`src/rtl/ifu_fetch.sv`:
```
// ifu_fetch: instruction fetch unit feeding the IF/ID register.
// Owns the PC, issues single-outstanding fetches on a req/gnt/rvalid bus,
// holds one fetched instruction for IF/ID and redirects on jumps,
// discarding any in-flight response that belongs to the old stream.
module ifu_fetch #(
  parameter logic [31:0] RESET_ADDR = 32'h0000_0000,
  parameter logic [31:0] INST_NOP   = 32'h0000_0013
) (
  input  logic        clk,
  input  logic        rst,
  input  logic        jump_en_i,
  input  logic [31:0] jump_addr_i,
  input  logic        hold_i,
  output logic        ibus_req_o,
  output logic [31:0] ibus_addr_o,
  input  logic        ibus_gnt_i,
  input  logic        ibus_rvalid_i,
  input  logic [31:0] ibus_rdata_i,
  output logic [31:0] inst_o,
  output logic [31:0] inst_addr_o,
  output logic        inst_valid_o
);

  localparam int unsigned XLEN = 32;
  localparam logic [XLEN-1:0] WORD_MASK = 32'hFFFF_FFFC;
  localparam logic [XLEN-1:0] INST_STEP = 32'd4;

  // REQ: issuing; WAIT: response pending for r_req_addr; DRAIN: stale response pending
  typedef enum logic [1:0] {
    S_REQ   = 2'd0,
    S_WAIT  = 2'd1,
    S_DRAIN = 2'd2
  } state_t;

  state_t          r_state;
  logic [XLEN-1:0] r_pc;
  logic [XLEN-1:0] r_req_addr;
  logic [XLEN-1:0] r_inst;
  logic [XLEN-1:0] r_inst_addr;
  logic            r_valid;

  logic            w_req;
  logic            w_grant;
  logic            w_consume;
  logic [XLEN-1:0] w_jump_tgt;

  // Never request while a held bundle is stuck, so the slot is empty on response
  assign w_req      = !rst && (r_state == S_REQ) && (!r_valid || !hold_i);
  assign w_grant    = w_req && ibus_gnt_i;
  assign w_consume  = r_valid && !hold_i;
  assign w_jump_tgt = jump_addr_i & WORD_MASK;

  assign ibus_req_o   = w_req;
  assign ibus_addr_o  = r_pc;
  assign inst_o       = r_inst;
  assign inst_addr_o  = r_inst_addr;
  assign inst_valid_o = r_valid;

  // Fetch FSM, PC and output slot; a jump overrides everything else on its edge
  always_ff @(posedge clk or posedge rst) begin
    if (rst) begin
      r_state     <= S_REQ;
      r_pc        <= RESET_ADDR;
      r_req_addr  <= RESET_ADDR;
      r_inst      <= INST_NOP;
      r_inst_addr <= '0;
      r_valid     <= 1'b0;
    end else begin
      if (w_consume) begin
        r_valid <= 1'b0;
        r_inst  <= INST_NOP;
      end

      if (jump_en_i) begin
        r_pc    <= w_jump_tgt;
        r_valid <= 1'b0;
        r_inst  <= INST_NOP;
        case (r_state)
          S_REQ:   r_state <= w_grant ? S_DRAIN : S_REQ;
          S_WAIT:  r_state <= ibus_rvalid_i ? S_REQ : S_DRAIN;
          S_DRAIN: r_state <= ibus_rvalid_i ? S_REQ : S_DRAIN;
          default: r_state <= S_REQ;
        endcase
      end else begin
        case (r_state)
          S_REQ: begin
            if (w_grant) begin
              r_req_addr <= r_pc;
              r_state    <= S_WAIT;
            end
          end
          S_WAIT: begin
            if (ibus_rvalid_i) begin
              r_inst      <= ibus_rdata_i;
              r_inst_addr <= r_req_addr;
              r_valid     <= 1'b1;
              r_pc        <= r_req_addr + INST_STEP;
              r_state     <= S_REQ;
            end
          end
          S_DRAIN: begin
            if (ibus_rvalid_i) begin
              r_state <= S_REQ;
            end
          end
          default: r_state <= S_REQ;
        endcase
      end
    end
  end

endmodule

```
`config.mk`:
```
export PLATFORM = sky130hd
export DESIGN_NAME = ifu_fetch
export DESIGN_NICKNAME = d
export VERILOG_FILES = /design/src/rtl/ifu_fetch.sv
export SDC_FILE = /design/constraint.sdc
export NUM_CORES = 1
export LEC_CHECK = 0
export CORE_ASPECT_RATIO = 1.4
export CORE_MARGIN = 2
export CORE_UTILIZATION = 55
export CTS_BUF_LIST = sky130_fd_sc_hd__clkbuf_4
export CTS_CLUSTER_DIAMETER = 80
export DETAILED_ROUTE_END_ITERATION = 7
export DONT_BUFFER_PORTS = 1
export MAX_ROUTING_LAYER = met4
export PLACE_DENSITY = 0.81
export SKIP_LAST_GASP = 1
export SLEW_MARGIN = 20
export SYNTH_ARGS = -nofsm -noshare
export SYNTH_HDL_FRONTEND = slang
export SYNTH_SLANG_ARGS = --single-unit
```
`constraint.sdc`:
```
create_clock -name clk -period 6 [get_ports clk]
set_input_delay 1.2 -clock clk [delete_from_list [all_inputs] [get_ports clk]]
set_output_delay 1.2 -clock clk [all_outputs]
set_load 0.03 [all_outputs]
```
Yosys cells after proc, flatten, opt, wreduce, memory -nomap -nowiden
Cells that the tools add are included.

Bits in registers: 131. Input port bits: 70. Logic and storage cells: 46.

Add/sub/neg operators: 1. Equality and inequality tests: 4. Mux-type cells: 18. Bitwise operators: 1. Reduce and logical (&&, ||, !) cells: 16.

Operators by type and width (count): $mux 32 (7); $add 32x3->32 const B (1); $mux 2 (5); $pmux 2 s2 (2); $reduce_and 3->1 (2); $logic_and 1x1->1 (4); $mux 1 (4); $reduce_and 2->1 (2); $reduce_bool 2->1 (2); $logic_not 1->1 (3); $ne 3x1->1 const B (1); $ne 3x3->1 const B (1); $eq 2x1->1 const B (1); $eq 2x2->1 const B (1); $logic_not 2->1 (1); $reduce_or 2->1 (1); $logic_or 1x1->1 (1); $not 1->1 (1).

Depth between registers and ports, before layout
Depth in word-level cells: 7. Mapped depth: 9. Depth with buffers taken out: 7.

Worst setup path after synthesis
Ideal clock, no wire load.

Path kind: input port to output port. From: input port rst. To: output port ibus_req_o. Arrival time: 4700 ps. Data required time: 4800 ps. Setup slack: 100 ps. Stages: 3. Buffers on the path: 1. Cell sequence: inv_1 -> and3_1 -> clkbuf_1.

Cells in the longest elaborated chain, start to end: 3.

RTL lines: start: declaration (RTL line 10) `input logic rst,`; $logic_not 1->1 (no source line); $logic_and 1x1->1 (2 in series) (RTL line 48) `assign w_req = !rst && (r_state == S_REQ) && (!r_valid || !hold_i);`; end: declaration (RTL line 14) `output logic ibus_req_o,`.

No other way between the ends.

Worst setup path in the final report
Same ends and word-level chain as after synthesis.

==> results.txt <==
* Main combinational cell family by area after synthesis: simple AND/OR/NAND/NOR gates
- At the end of routability-driven placement, the weighted congestion stood at 0.808.
- Final net count: 602
* # hold bufs at CTS: 0
- Clk network pwr share: 0.234
- Of all nets on the critical path, the largest fanout is 56.
* Crit path kind: in2out
- Setup repair after global routing left no endpoint under its margin.
- All-Layer GR Usage: 0.244
* Mux share of post-synthesis cell area: 0.0668
- I/O pin count: 168
- Synthesized-area fraction occupied by and/or/nand/nor cells: 0.180
- Wirelength, routed: 12,800 µm
- The clock passes through at most 2 buffers.
* Area of the die: 11,200 µm²
- Number of nets still failing antenna checks after routing: 0
- Relative slew margins: 0.344
* Number of setup buffers added after CTS: 0
- The run finished with clean final reports.
- Residual DRC: 0
- Before antenna repair, the detailed router went through 5 iterations.
- Measured along the x axis, the die boundary spans 90.0 µm.
- For this run, the slowest stage of the critical path takes 0.50 ns.
- Buffer type at the clock tree root: sky130_fd_sc_hd__clkbuf_4
- The max-slew violation count is 0.
* Nature of the critical path endpoint: primary output
- The share of total power dissipated in combinational logic is 0.166.
- Estimated wirelength of the detail-placed design: 8540 µm
* Proportion of layout cells with a drive suffix above 1: 0.152
- Traced cell by cell, the critical path runs through inv_6, and3_1.
* Per-instance average area after synthesis: 10.6 µm²
- Max-cap violations in this run came to 0.
- The share of the Yosys chip area taken by registers is 0.576.
- Setup violations remaining at the end of the flow were counted as 0.
* Clock latency on the worst-skew pair: 0.51 ns
* Buffers on Ports: 0
- The number of hold violations in the final report came to 0.
* Commonest register cell after synthesis: sky130_fd_sc_hd__dfrtp_1
* End-of-flow core utilization: 0.597
- The number of antenna violations at the first check in global routing was 0.
- In the routed layout, each cell is associated on average with a via count of 5.89.
- The die is 124 µm tall.
- Worst path slowest cell: sky130_fd_sc_hd__and3_1
- Number of cells produced by synthesis: 536
- Sum of negative setup slack: 0 ns
* Via count: 3,998
- Starting density of the core: 0.556
* Wire length of the first global-routing pass: 20,900 µm
- The worst path needs 3.26 ns of the cycle, external delays included.
* XOR/XNOR share of the synthesized area: 0.0384
* Critical path startpoint category: primary input
- The core region is 10,200 µm².
- Slew of the pin with the lowest slew margin: 0.984 ns
- Arithmetic-cell share of the synthesized area counting full adders, half adders and majority gates: 0.00879
* Compound-gate portion of the synthesized area: 0.104
* Power Internal: 1670 µW
* Req. time, crit path: 4.80 ns
- For the final database, setup skew stands at 0.0134 ns.
* Flop and latch count out of synthesis: 131
* Highest clock rate: 306 MHz
- The synthesized netlist contains 43 unique library cells.
- Top cell type's share of synthesized area: 0.562
- sky130_fd_sc_hd__dfrtp_1 takes more of the synthesized area than any other cell.
* Leftover overflow at the end of global routing: 0
- In the finished design, the share of the clock period the worst path needs comes to 0.544.
- Post-CTS repair changed the size of 0 cells.
- After clock tree synthesis, the clock-pin slew on the worst setup and hold paths is 0.10 ns.
- TritonCTS built the clock tree.
- Part of the total power dissipated in sequential elements: 0.599
* DRC marker count from the first detailed-route iteration: 265
- Number of clock buffers inserted by TritonCTS: 17
- Count of inserted antenna diode cells: 0
- Clock tree synthesis found a total of 131 sinks.
* Post-synthesis net count: 610
- Largest net degree at the start of global routing: 78
- The number of buffers and inverters on the critical path is 1.
* Synth warnings: 0
- Of the total power, the share spent switching nets is 0.390.
- Area of the mapped netlist: 5700 µm²
- Number of placement rows: 44
- For this design the total switching power over the nets is 1070 µW.
- Counting flops with a built-in enable in the synthesized netlist gives 0.
- Power density cells: 449 nW/µm²
- Clock H-tree levels: 4
* Wire per inst: 18.9 µm
- Worst path top cell family by delay: simple AND/OR/NAND/NOR gates
- Area added between synthesis and finish: 7.25%
- IR analysis of the VDD net gives a maximum drop of 241 µV.
- Synth async-reset ratio: 1.00
- The worst hold path belongs to the class reg2reg.
- The via count of the first global-routing pass came to 4,067.
* Cell types with the largest area share after synthesis: sky130_fd_sc_hd__dfrtp_1, sky130_fd_sc_hd__nand2_1, sky130_fd_sc_hd__mux2_2
- In this run the static leakage power is 0.00284 µW.
* Signal arrival time at the worst endpoint: 2.06 ns
worst reg2reg max path, delay by kind of cell (launching register included):
family / cells / cell delay (ns)
and+or+nand+nor: 4 / 1.79
buffers and inverters: 2 / 0.49
DFF: 1 / 0.42
adders and majority gates: 1 / 0.17
synth_stat cells, drive strengths merged (2+ instances only):
| library cell | n |
|---|---|
| and2 | 3 |
| nand2 | 149 |
| dfstp | 3 |
| nor3 | 4 |
| buf | 11 |
| a22o | 29 |
| nor2b | 2 |
| inv | 4 |
| xnor2 | 9 |
| nand4 | 11 |
| a22oi | 2 |
| xor2 | 16 |
| nand2b | 3 |
| and3 | 5 |
| a21oi | 14 |
| dfrtp | 128 |
| nand3 | 19 |
| ha | 4 |
| mux2i | 2 |
| or4 | 3 |
| o22a | 3 |
| mux2 | 32 |
| clkbuf | 22 |
| nor2 | 21 |
| nor3b | 2 |
| o21ai | 10 |
| o221ai | 16 |
layout by cell type, fill, tap and decap left out, drive strengths merged:
cell,count
a211oi,1
a21o,1
a21oi,14
a22o,29
a22oi,2
a31oi,1
and2,3
and3,5
buf,6
bufinv,4
clkbuf,19
clkinv,7
clkinvlp,2
dfrtp,128
dfstp,3
ha,4
inv,4
mux2,32
mux2i,2
nand2,149
nand2b,3
nand3,19
nand4,11
nand4b,1
nor2,21
nor2b,2
nor3,4
nor3b,2
nor4,1
o21ai,10
o221ai,16
o22a,3
o2bb2ai,1
o31ai,1
or2,1
or3,1
or4,3
xnor2,9
xor2,16
final timing paths:
check                                     startpoint                          end  slack [ns]  cells past startpoint
setup / recovery                                 rst                   ibus_req_o        2.74                      2
hold / removal             r_req_addr[0]$_DFFE_PP0P_   inst_addr_o[0]$_DFFE_PP0P_        0.51                      2
setup reg to reg              r_state[1]$_DFFE_PP0P_  ibus_addr_o[31]$_DFFE_PP0P_        3.08                      7
hold reg to reg            r_req_addr[0]$_DFFE_PP0P_   inst_addr_o[0]$_DFFE_PP0P_        0.51                      2
max in group asynchronous                        rst   inst_addr_o[8]$_DFFE_PP0P_        4.04                      2
min in group asynchronous                        rst  inst_addr_o[26]$_DFFE_PP0P_        0.57                      1
final cells by class:
cell class / instances / area, µm²
Timing Repair Buffer: 6 / 45.0
Sequential cell: 131 / 3280
Tap cell: 138 / 173
Inverter: 4 / 20.0
Clock buffer: 19 / 143
Fill cell: 846 / 4130
Multi-Input combinational cell: 368 / 2280
Clock inverter: 13 / 165
power by group through the flow:
stage               Clock (µW)  Combinational, µW  Sequential [µW]
global route               699                514             1680
global placement             0                431             1640
finish                     642                456             1640
detailed placement           0                460             1660
floorplan                    0                399             1580
CTS                        656                463             1640
flip-flops by register name, indices dropped and copies added, names as in the netlist:
register / cells
r_state: 2
ibus_addr_o: 32
inst_addr_o: 32
r_req_addr: 32
inst_o: 32
inst_valid_o: 1
metal layers:
layer | GRT usage | vias up | wire length, µm
li1 | - | 1838 | -
met3 | 0.0829 | 19 | 877
met4 | 0.0878 | 0 | 223
met1 | 0.296 | 1982 | 5200
met5 | - | - | 0
met2 | 0.383 | 159 | 6540
kinds of logic (layout without fill, tap and decap cells):
kind of cell             after synthesis  count (layout)
buffers and inverters                 37              42
multiplexers                          34              34
AND/OR/NAND/NOR                      226             226
flip-flops                           131             131
XOR/XNOR                              25              25
AO/OA/AOI/OAI                         79              79
adder cells (fa/ha/maj)                4               4
stage by stage:
stage | instance area [µm²] | hold WS (ns) | setup WS (ns) | total power, µW | instances
4_1_cts | 6110 | 0.506 | 2.70 | 2760 | 679
6_report | 6110 | 0.510 | 2.74 | 2740 | 679
3_5_place_dp | 5800 | 0.484 | 2.48 | 2120 | 647
2_1_floorplan | 5700 | 0.455 | 0.100 | 1980 | 536
3_3_place_gp | 5800 | 0.480 | 2.51 | 2080 | 647
5_1_grt | 6110 | 0.540 | 2.61 | 2890 | 679
Power figures use the tool's default switching activity.
